==> config.mk <==
export PLATFORM = sky130hd
export DESIGN_NAME = vga_scanout
export DESIGN_NICKNAME = d
export VERILOG_FILES = /design/src/rtl/vga_scanout.sv
export SDC_FILE = /design/constraint.sdc
export NUM_CORES = 1
export LEC_CHECK = 0
export CAP_MARGIN = 15
export CORE_MARGIN = 10
export CORE_UTILIZATION = 35
export CTS_CLUSTER_DIAMETER = 60
export DETAILED_ROUTE_END_ITERATION = 6
export PLACE_DENSITY = 0.6
export REMOVE_ABC_BUFFERS = 1
export SYNTH_ARGS = -nofsm -noshare
export SYNTH_HDL_FRONTEND = slang
export SYNTH_SLANG_ARGS = --single-unit
==> constraint.sdc <==
create_clock -name clk -period 3 [get_ports clk]
set_input_delay 0.6 -clock clk [delete_from_list [all_inputs] [get_ports clk]]
set_output_delay 0.6 -clock clk [all_outputs]
set_load 0.02 [all_outputs]
==> src/rtl/vga_scanout.sv <==
// VGA scan-out: H/V timing, fixed-latency frame-buffer fetch, writable palette to RGB; no backpressure.
// Latency fb_req_o -> RGB/de_o/frame_o/syncs is FB_LAT+2 cycles. Optional VGA_TEST_PATTERN_EN adds colour bars.
module vga_scanout #(
   parameter int HD     = 1280,
   parameter int HF     = 48,
   parameter int HR     = 112,
   parameter int HB     = 248,
   parameter int VD     = 1024,
   parameter int VF     = 1,
   parameter int VR     = 3,
   parameter int VB     = 38,
   parameter bit HS_POL = 1'b1,
   parameter bit VS_POL = 1'b1,
   parameter int BPP    = 2,
   parameter int RGB_W  = 12,
   parameter int FB_LAT = 1,
   parameter int X_W    = $clog2(HD),
   parameter int Y_W    = $clog2(VD)
) (
   input  logic             clk,
   input  logic             rst,
`ifdef VGA_TEST_PATTERN_EN
   input  logic             tp_en_i,
`endif
   output logic             fb_req_o,
   output logic [X_W-1:0]   fb_x_o,
   output logic [Y_W-1:0]   fb_y_o,
   input  logic [BPP-1:0]   fb_data_i,
   input  logic             pal_we_i,
   input  logic [BPP-1:0]   pal_addr_i,
   input  logic [RGB_W-1:0] pal_data_i,
   output logic             VGA_HS,
   output logic             VGA_VS,
   output logic             de_o,
   output logic [RGB_W-1:0] RGB,
   output logic             frame_o
);

   localparam int HTOT  = HD + HF + HR + HB;
   localparam int VTOT  = VD + VF + VR + VB;
   localparam int HC_W  = $clog2(HTOT);
   localparam int VC_W  = $clog2(VTOT);
   localparam int H_ACT = HR + HB;
   localparam int V_ACT = VR + VB;
   localparam int PAL_N = 2 ** BPP;
   localparam int DL    = FB_LAT + 2;
   localparam logic [HC_W-1:0] H_LAST = HC_W'(HTOT - 1);
   localparam logic [VC_W-1:0] V_LAST = VC_W'(VTOT - 1);

   logic [HC_W-1:0]  hcnt;
   logic [VC_W-1:0]  vcnt;
   logic [31:0]      h32;
   logic [31:0]      v32;
   logic             act0;
   logic             hs0;
   logic             vs0;
   logic             fr0;
   logic [DL-1:0]    de_pipe;
   logic [DL-1:0]    hs_pipe;
   logic [DL-1:0]    vs_pipe;
   logic [DL-1:0]    fr_pipe;
   logic [BPP-1:0]   idx;
   logic [RGB_W-1:0] pal [PAL_N];
   logic [RGB_W-1:0] pal_q;
   logic [RGB_W-1:0] rgb_q;

   always_ff @(posedge clk) begin
      if (rst) begin
         hcnt <= '0;
         vcnt <= '0;
      end else if (hcnt == H_LAST) begin
         hcnt <= '0;
         vcnt <= (vcnt == V_LAST) ? '0 : vcnt + VC_W'(1);
      end else begin
         hcnt <= hcnt + HC_W'(1);
      end
   end

   // Compare in 32 bits so region ends that equal 2**HC_W cannot wrap.
   always_comb begin
      h32      = 32'(hcnt);
      v32      = 32'(vcnt);
      act0     = (h32 >= H_ACT) && (h32 < H_ACT + HD) && (v32 >= V_ACT) && (v32 < V_ACT + VD);
      hs0      = h32 < HR;
      vs0      = v32 < VR;
      fr0      = act0 && (h32 == H_ACT) && (v32 == V_ACT);
      fb_req_o = act0;
      fb_x_o   = '0;
      fb_y_o   = '0;
      if (act0) begin
         fb_x_o = X_W'(h32 - 32'(H_ACT));
         fb_y_o = Y_W'(v32 - 32'(V_ACT));
      end
   end

   always_ff @(posedge clk) begin
      if (rst) begin
         de_pipe <= '0;
         hs_pipe <= '0;
         vs_pipe <= '0;
         fr_pipe <= '0;
      end else begin
         de_pipe <= {de_pipe[DL-2:0], act0};
         hs_pipe <= {hs_pipe[DL-2:0], hs0};
         vs_pipe <= {vs_pipe[DL-2:0], vs0};
         fr_pipe <= {fr_pipe[DL-2:0], fr0};
      end
   end

`ifdef VGA_TEST_PATTERN_EN
   logic                         tp_act;
   logic [FB_LAT-1:0]            tp_pipe;
   logic [FB_LAT-1:0][BPP-1:0]   bar_pipe;

   // Bar index travels FB_LAT stages so it meets the palette read at the same time as fb_data_i.
   always_ff @(posedge clk) begin
      if (rst) begin
         tp_act   <= 1'b0;
         tp_pipe  <= '0;
         bar_pipe <= '0;
      end else begin
         if (hcnt == '0 && vcnt == '0) begin
            tp_act <= tp_en_i;
         end
         tp_pipe[0]  <= tp_act;
         bar_pipe[0] <= fb_x_o[X_W-1 -: BPP];
         for (int i = 1; i < FB_LAT; i++) begin
            tp_pipe[i]  <= tp_pipe[i-1];
            bar_pipe[i] <= bar_pipe[i-1];
         end
      end
   end

   assign idx = tp_pipe[FB_LAT-1] ? bar_pipe[FB_LAT-1] : fb_data_i;
`else
   assign idx = fb_data_i;
`endif

   // A write and a read of the same entry in one cycle returns the old colour.
   always_ff @(posedge clk) begin
      if (rst) begin
         for (int i = 0; i < PAL_N; i++) begin
            pal[i] <= (i == PAL_N - 1) ? '1 : '0;
         end
         pal_q <= '0;
      end else begin
         if (pal_we_i) begin
            pal[pal_addr_i] <= pal_data_i;
         end
         pal_q <= pal[idx];
      end
   end

   always_ff @(posedge clk) begin
      if (rst) begin
         rgb_q <= '0;
      end else begin
         rgb_q <= de_pipe[FB_LAT] ? pal_q : '0;
      end
   end

   assign de_o    = de_pipe[DL-1];
   assign frame_o = fr_pipe[DL-1];
   assign VGA_HS  = hs_pipe[DL-1] ? HS_POL : ~HS_POL;
   assign VGA_VS  = vs_pipe[DL-1] ? VS_POL : ~VS_POL;
   assign RGB     = rgb_q;

endmodule

==> results of run 1 <==
==> registers in the layout (all words and copies together), names as in the netlist <==
signal	flops
hs_pipe	3
hcnt	11
RGB	12
pal_q	12
fr_pipe	3
de_pipe	3
pal	48
vcnt	11
vs_pipe	3
==> layer usage <==
layer,track usage (%),up-vias
met5,0,-
li1,-,1606
met2,19.2,64
met4,3.61,0
met1,13.8,1506
met3,2.51,7
==> logic make-up after synthesis <==
logic type | Yosys count
xor+xnor | 20
buf+inv | 40
simple gates | 197
mux | 13
fa+ha+maj | 8
compound gates | 41
flops | 106
==> stage by stage <==
stage | TNS [ns] | hold WS [ns] | std cells | util, % | cell area [um2]
2_1_floorplan | 0 | 0.406 | 397 | - | 4600
3_3_place_gp | 0 | 0.411 | 658 | 42.5 | 5630
3_5_place_dp | -0.0413 | 0.411 | 658 | 42.5 | 5630
4_1_cts | 0 | 0.427 | 675 | 44.7 | 5920
5_1_grt | -0.0543 | 0.447 | 677 | 44.3 | 5870
6_report | 0 | 0.426 | 677 | 44.3 | 5870
==> power breakdown <==
part	internal, mW	switching, mW
Combinational	0.0877	0.0777
Clock	0.591	0.532
Sequential	1.58	0.0167
==> worst min path at each step <==
stage | start | to | slack, ns | cells after the start
4_1_cts | pal_q[10]$_SDFF_PP0_ | RGB[10]$_SDFF_PP0_ | 0.43 | 1
5_1_grt | pal_q[0]$_SDFF_PP0_ | RGB[0]$_SDFF_PP0_ | 0.45 | 1
2_1_floorplan | pal_q[0]$_SDFF_PP0_ | RGB[0]$_SDFF_PP0_ | 0.41 | 1
3_5_place_dp | pal_q[10]$_SDFF_PP0_ | RGB[10]$_SDFF_PP0_ | 0.41 | 1
6_report | pal_q[8]$_SDFF_PP0_ | RGB[8]$_SDFF_PP0_ | 0.43 | 1
3_3_place_gp | pal_q[4]$_SDFF_PP0_ | RGB[4]$_SDFF_PP0_ | 0.41 | 1
==> placed cells by master, fill, tap and decap left out, types with 2 or more instances in the layout <==
cell             instances
inv_6                    3
buf_12                   2
clkbuf_16               10
a21oi_1                 17
or3_1                    7
ha_1                     8
o21ai_0                  9
nand2b_1                17
nand4b_1                 2
xnor2_1                 12
nand3b_1                 2
inv_1                   12
or2_2                    5
nand2_1                  9
nor4_1                   4
and4_1                   2
nor3_1                   5
xor2_1                   8
nor2b_1                 24
clkbuf_2                20
dfxtp_1                 58
buf_4                   28
nand3_1                  8
nor2_1                  43
a31oi_1                  2
or4_1                    2
clkdlybuf4s50_1         34
mux4_2                  12
edfxtp_1                48
clkinv_1                 2
nand4_1                  4
nor3b_1                  2
and2_1                  49
==> layout make-up <==
class                           count  share of cell area [%]
Clock buffer                       11                    4.14
Clock inverter                      5                   0.576
Inverter                           12                   0.768
Multi-Input combinational cell    279                    33.7
Sequential cell                   106                    44.3
Tap cell                          176                    3.75
Timing Repair Buffer               88                    12.7
==> worst max-delay path, stage by stage, from the launching register on <==
cell             delay, ns
dfxtp_1               0.33
inv_1                 0.06
buf_4                 0.13
ha_1                  0.17
and4bb_2              0.23
o221a_2               0.25
o221ai_2              0.20
a21o_4                0.17
clkbuf_16             0.15
a21oi_1               0.04
clkdlybuf4s15_2       0.25
==> what timing repair did <==
| item | CTS | global route |
|---|---|---|
| buffers inserted | 1 | 0 |
| setup endpoints to repair | 22 | 21 |
| resized for setup | 46 | 23 |
| cloned | 0 | 2 |
==> impl_metrics.csv, run 1 <==
group,metric,value,unit
detailed_routing,postRouteWirelength,10200,um
pwr,finalPower,2.88,mW
synth,avgSynthCellArea,11.2,um2
place,gp_congestion,0.822,
global_routing,grt_usage,11.3,%
setup_path,worst_r2r_path_depth,7,
sta,timing.final.ws_setup,0.0675,ns
sta,final_max_slew_viol_count,0,
synth,synthMuxAreaShare,5.90,%
clock_tree,clock_latency,0.34,ns
synth,synth_top_area_share,30.4,%
setup_path,rr_startpoint,"hcnt[0]$_SDFF_PP0_",
global_routing,grt_pass1_vias,3250,
global_routing,overflow,0,
synth,synth_flop_cell,"dfxtp_1",
place,dpl.hpwl,7010,um
min_path,hold_path.class,"register to register",
clock_tree,htree_levels,3,
synth,synthCells,425,
floorplanning,row_count,42,
synth,synth-xor-area-share,3.69,%
layout,register_area,0.00260,mm2
layout,finalNetCount,523,
synth,ys_types,56,
setup_path,path_class,"register to output pin",
clock_tree,cts_buffer_depth,2,
synth,synthArstFlopShare,0,%
place,preCtsSetupSlack,-0.0159,ns
detailed_routing,wl_met3,493,um
sta,fmax,341,MHz
clock_tree,ctsHoldBuffers,0,
layout,diodes,0,
setup_path,critPathLaunch,"hcnt[4]$_SDFF_PP0_",
clock_tree,clk_pin_slew,0.07,ns
detailed_routing,viasPerCell,4.70,
pwr,p_leak,2.24,nW
detailed_routing,highest_layer,"met4",
setup_path,worstPathRequired,2.40,ns
detailed_routing,detail_route.wl_per_cell,15.1,um
clock_tree,cts_tree,"yes",
detailed_routing,ant_nets,0,
synth,ys_warn_count,0,
synth,synth-simple-area-share,24.0,%
sta,relSlewSlack,45.9,%
setup_path,worst-path-max-fanout,5,
layout,fillers,1281,
clock_tree,cts_root_buf,"clkbuf_16",
floorplanning,start_util,35.8,%
detailed_routing,drt_pre_antenna_iters,4,
sta,timing.final.crit_share,97.7,%
setup_path,reg2reg_slack,0.79,ns
setup_path,reg2reg_to,"vcnt[5]$_SDFFE_PP0P_",
synth,synthTopCellsByArea,"edfxtp_1 30%, dfxtp_1 24%, and2_1 6.5%",
flow_run,maxCapViolCount,0,
clock_tree,numClockSinks,106,
synth,synth_area_leader_cell,"edfxtp_1",
floorplanning,design.portCount,57,
setup_path,cp.arrival,2.33,ns
floorplanning,dieArea,0.0186,mm2
global_routing,grt_pass1_wl,16700,um
clock_tree,numCtsBuffers,9,
synth,synth_top_family_by_area,"simple AND/OR/NAND/NOR gates",
global_routing,grt_antenna_before_repair,0,
sta,finalHoldViolCount,0,
synth,netlist_area,0.00475,mm2
synth,synth_seq_area_share,54.8,%
layout,area_growth,23.6,%
layout,multi_input_area,0.00198,mm2
synth,yosys-top-cells-count,"58 x dfxtp_1, 49 x and2_1, 48 x edfxtp_1",
sta,tightest_slew,0.809,ns
place,port-buffer-count,56,
synth,synthAdderAreaFrac,2.11,%
global_routing,grt_max_degree,40,
setup_path,cp-endpoint,"fb_y_o[2]",
detailed_routing,vias,3183,
detailed_routing,wl_met2,5120,um
sta,setup_viol,0,
detailed_routing,drc,0,
floorplanning,coreArea,0.0132,mm2
synth,synth_edf_count,48,
floorplanning,die_h,136,um
setup_path,end_kind,"output pin",
pwr,cellPowerDensity,492,mW/mm2
pwr,vdd_ir_drop_max,317,uV
run_status,status,"finished clean",
synth,synth_compound_area_share,5.46,%
floorplanning,die_w,136,um
synth,post-synth-top-count-cell,"dfxtp_1",
synth,synth_seq_cells,106,
sta,min_period,2.93,ns
setup_path,critPathLaunchType,"register",
sta,rsz0062_at_grt,"yes",
detailed_routing,drt_iter0_drc,206,
layout,drive_gt1_share,18.6,%
sta,skew,0.00912,ns
detailed_routing,m1WireLength,4500,um
Note: power is estimated with default switching activity, not from simulation.
==> run 2: changes to the inputs <==
==> constraint.sdc (replaced) <==
create_clock -name clk -period 3.29 [get_ports clk]
set_input_delay 0.658 -clock clk [delete_from_list [all_inputs] [get_ports clk]]
set_output_delay 0.658 -clock clk [all_outputs]
set_load 0.02 [all_outputs]
==> run 2 against run 1 <==
- core utilization decreased by 0.97 points
- non-clock buffer count fell by 15
- final cell count fell by 2.2%
- largest power group unchanged
- hold slack barely moved
- critical path type unchanged
- cell area is 2.2% lower
- sequential share of layout area up 1.0 points
- clock-buffer cell count fell by 1
- clock skew is essentially flat
- critical path depth is 1 lower
- first-iteration DRC count is 21% higher
==> impl_metrics.csv, run 2 (synthesis results as in run 1) <==
group,metric,value,unit
setup_path,cp.arrival,2.46,ns
min_path,hold_path.class,"register to register",
sta,final_max_slew_viol_count,0,
flow_run,maxCapViolCount,0,
floorplanning,die_w,136,um
pwr,p_leak,2.18,nW
setup_path,worst-path-max-fanout,21,
place,port-buffer-count,56,
detailed_routing,drc,0,
pwr,vdd_ir_drop_max,240,uV
global_routing,grt_usage,11.3,%
setup_path,critPathLaunchType,"register",
clock_tree,cts_root_buf,"clkbuf_16",
clock_tree,cts_tree,"yes",
clock_tree,numCtsBuffers,9,
sta,timing.final.ws_setup,0.171,ns
global_routing,grt_pass1_vias,3206,
layout,diodes,0,
detailed_routing,drt_pre_antenna_iters,4,
sta,min_period,3.12,ns
layout,final_common_cell,"dfxtp_1",
floorplanning,die_h,136,um
sta,skew,0.00931,ns
sta,setup_viol,0,
layout,final_cell_mix,"57 x dfxtp_1, 49 x and2_1, 48 x edfxtp_1",
detailed_routing,viasPerCell,4.73,
global_routing,grt_pass1_wl,16700,um
floorplanning,row_count,42,
layout,largest_reg_flops,48,
detailed_routing,vias,3134,
detailed_routing,drt_iter0_drc,249,
clock_tree,clk_pin_slew,0.07,ns
global_routing,grt_max_degree,40,
sta,setup-tns-final,0,ns
clock_tree,cts_buffer_depth,2,
clock_tree,htree_levels,3,
place,dpl.hpwl,6890,um
floorplanning,design.portCount,57,
layout,area_growth,20.9,%
clock_tree,numClockSinks,106,
setup_path,slowest_stage,"dlygate4sd2_1",
layout,drive_gt1_share,15.4,%
place,dp.cells,646,
sta,tightest_slew,0.815,ns
setup_path,cp_cell_sequence,"inv_1 -> ha_1 -> and3b_1 -> o311ai_2 -> o221ai_1 -> a21o_1 -> buf_12 -> nor2_1 -> dlygate4sd2_1",
sta,hold-worst-slack,0.426,ns
setup_path,worstPathRequired,2.63,ns
detailed_routing,ant_nets,0,
layout,final_cells,662,
global_routing,grt_antenna_before_repair,0,
sta,rsz0062_at_grt,"no",
min_path,holdPathStages,1,
layout,finalNetCount,508,
global_routing,overflow,0,
sta,relSlewSlack,45.5,%
floorplanning,dieArea,0.0186,mm2
floorplanning,start_util,35.8,%
clock_tree,clock_latency,0.35,ns
setup_path,worst_r2r_path_depth,6,
pwr,cellPowerDensity,460,mW/mm2
place,gp_congestion,0.861,
clock_tree,ctsHoldBuffers,0,
sta,fmax,321,MHz
detailed_routing,postRouteWirelength,9900,um
run_status,status,"finished clean",
layout,regMostFlops,"pal",
setup_path,cp_slowest_stage_delay,0.34,ns
place,preCtsSetupSlack,0.0484,ns
floorplanning,coreArea,0.0132,mm2
setup_path,end_kind,"output pin",
setup_path,path_class,"register to output pin",
detailed_routing,detail_route.wl_per_cell,15.0,um
sta,finalHoldViolCount,0,
layout,final_core_util,43.3,%
sta,timing.final.crit_share,94.8,%
## run 2: final timing paths
path	endpoint	start	slack [ns]
max	fb_x_o[2]	hcnt[4]$_SDFF_PP0_	0.17
min	RGB[1]$_SDFF_PP0_	pal_q[1]$_SDFF_PP0_	0.43
max reg2reg	vcnt[5]$_SDFFE_PP0P_	hcnt[1]$_SDFF_PP0_	1.24
min reg2reg	RGB[1]$_SDFF_PP0_	pal_q[1]$_SDFF_PP0_	0.43
## run 2: through the flow
step           power, mW  cell area [um2]
2_1_floorplan       1.56             4600
3_3_place_gp        1.63             5520
3_5_place_dp        1.64             5520
4_1_cts             2.67             5790
5_1_grt             2.75             5740
6_report            2.64             5740
## run 2: area by class of cell
type / count / area (um2)
tap: 176 / 220
timing repair buffer: 73 / 616
inverter: 12 / 45.0
fill: 1291 / 7500
clock inverter: 6 / 62.6
multi-input combinational: 279 / 1960
clock buffer: 10 / 229
sequential: 106 / 2600
## run 2: timing repair
action,4_1_cts,5_1_grt
setup endpoints to repair,22,22
gates resized for setup,22,39
cloned,0,0
setup buffers,0,0
## run 2: per-layer routing
| metal | part of all wire [%] | track usage [%] | vias to the layer above |
|---|---|---|---|
| met5 | 0 | 0 | - |
| met3 | 5.4 | 2.95 | 11 |
| li1 | - | - | 1580 |
| met2 | 49 | 18.5 | 71 |
| met1 | 44 | 13.9 | 1472 |
| met4 | 1.6 | 4.50 | 0 |
## run 2: worst max-delay path, delay by kind of cell (launching register included)
kind / cells / cell delay, ns
AO/OA/AOI/OAI: 3 / 0.66
adder cells (fa/ha/maj): 1 / 0.22
buffers and inverters: 3 / 0.60
flip-flops: 1 / 0.31
AND/OR/NAND/NOR: 2 / 0.32
## run 2: where the power goes
group	switching, mW	internal (mW)
sequential	0.0161	1.44
combinational	0.0703	0.0773
clock	0.503	0.532
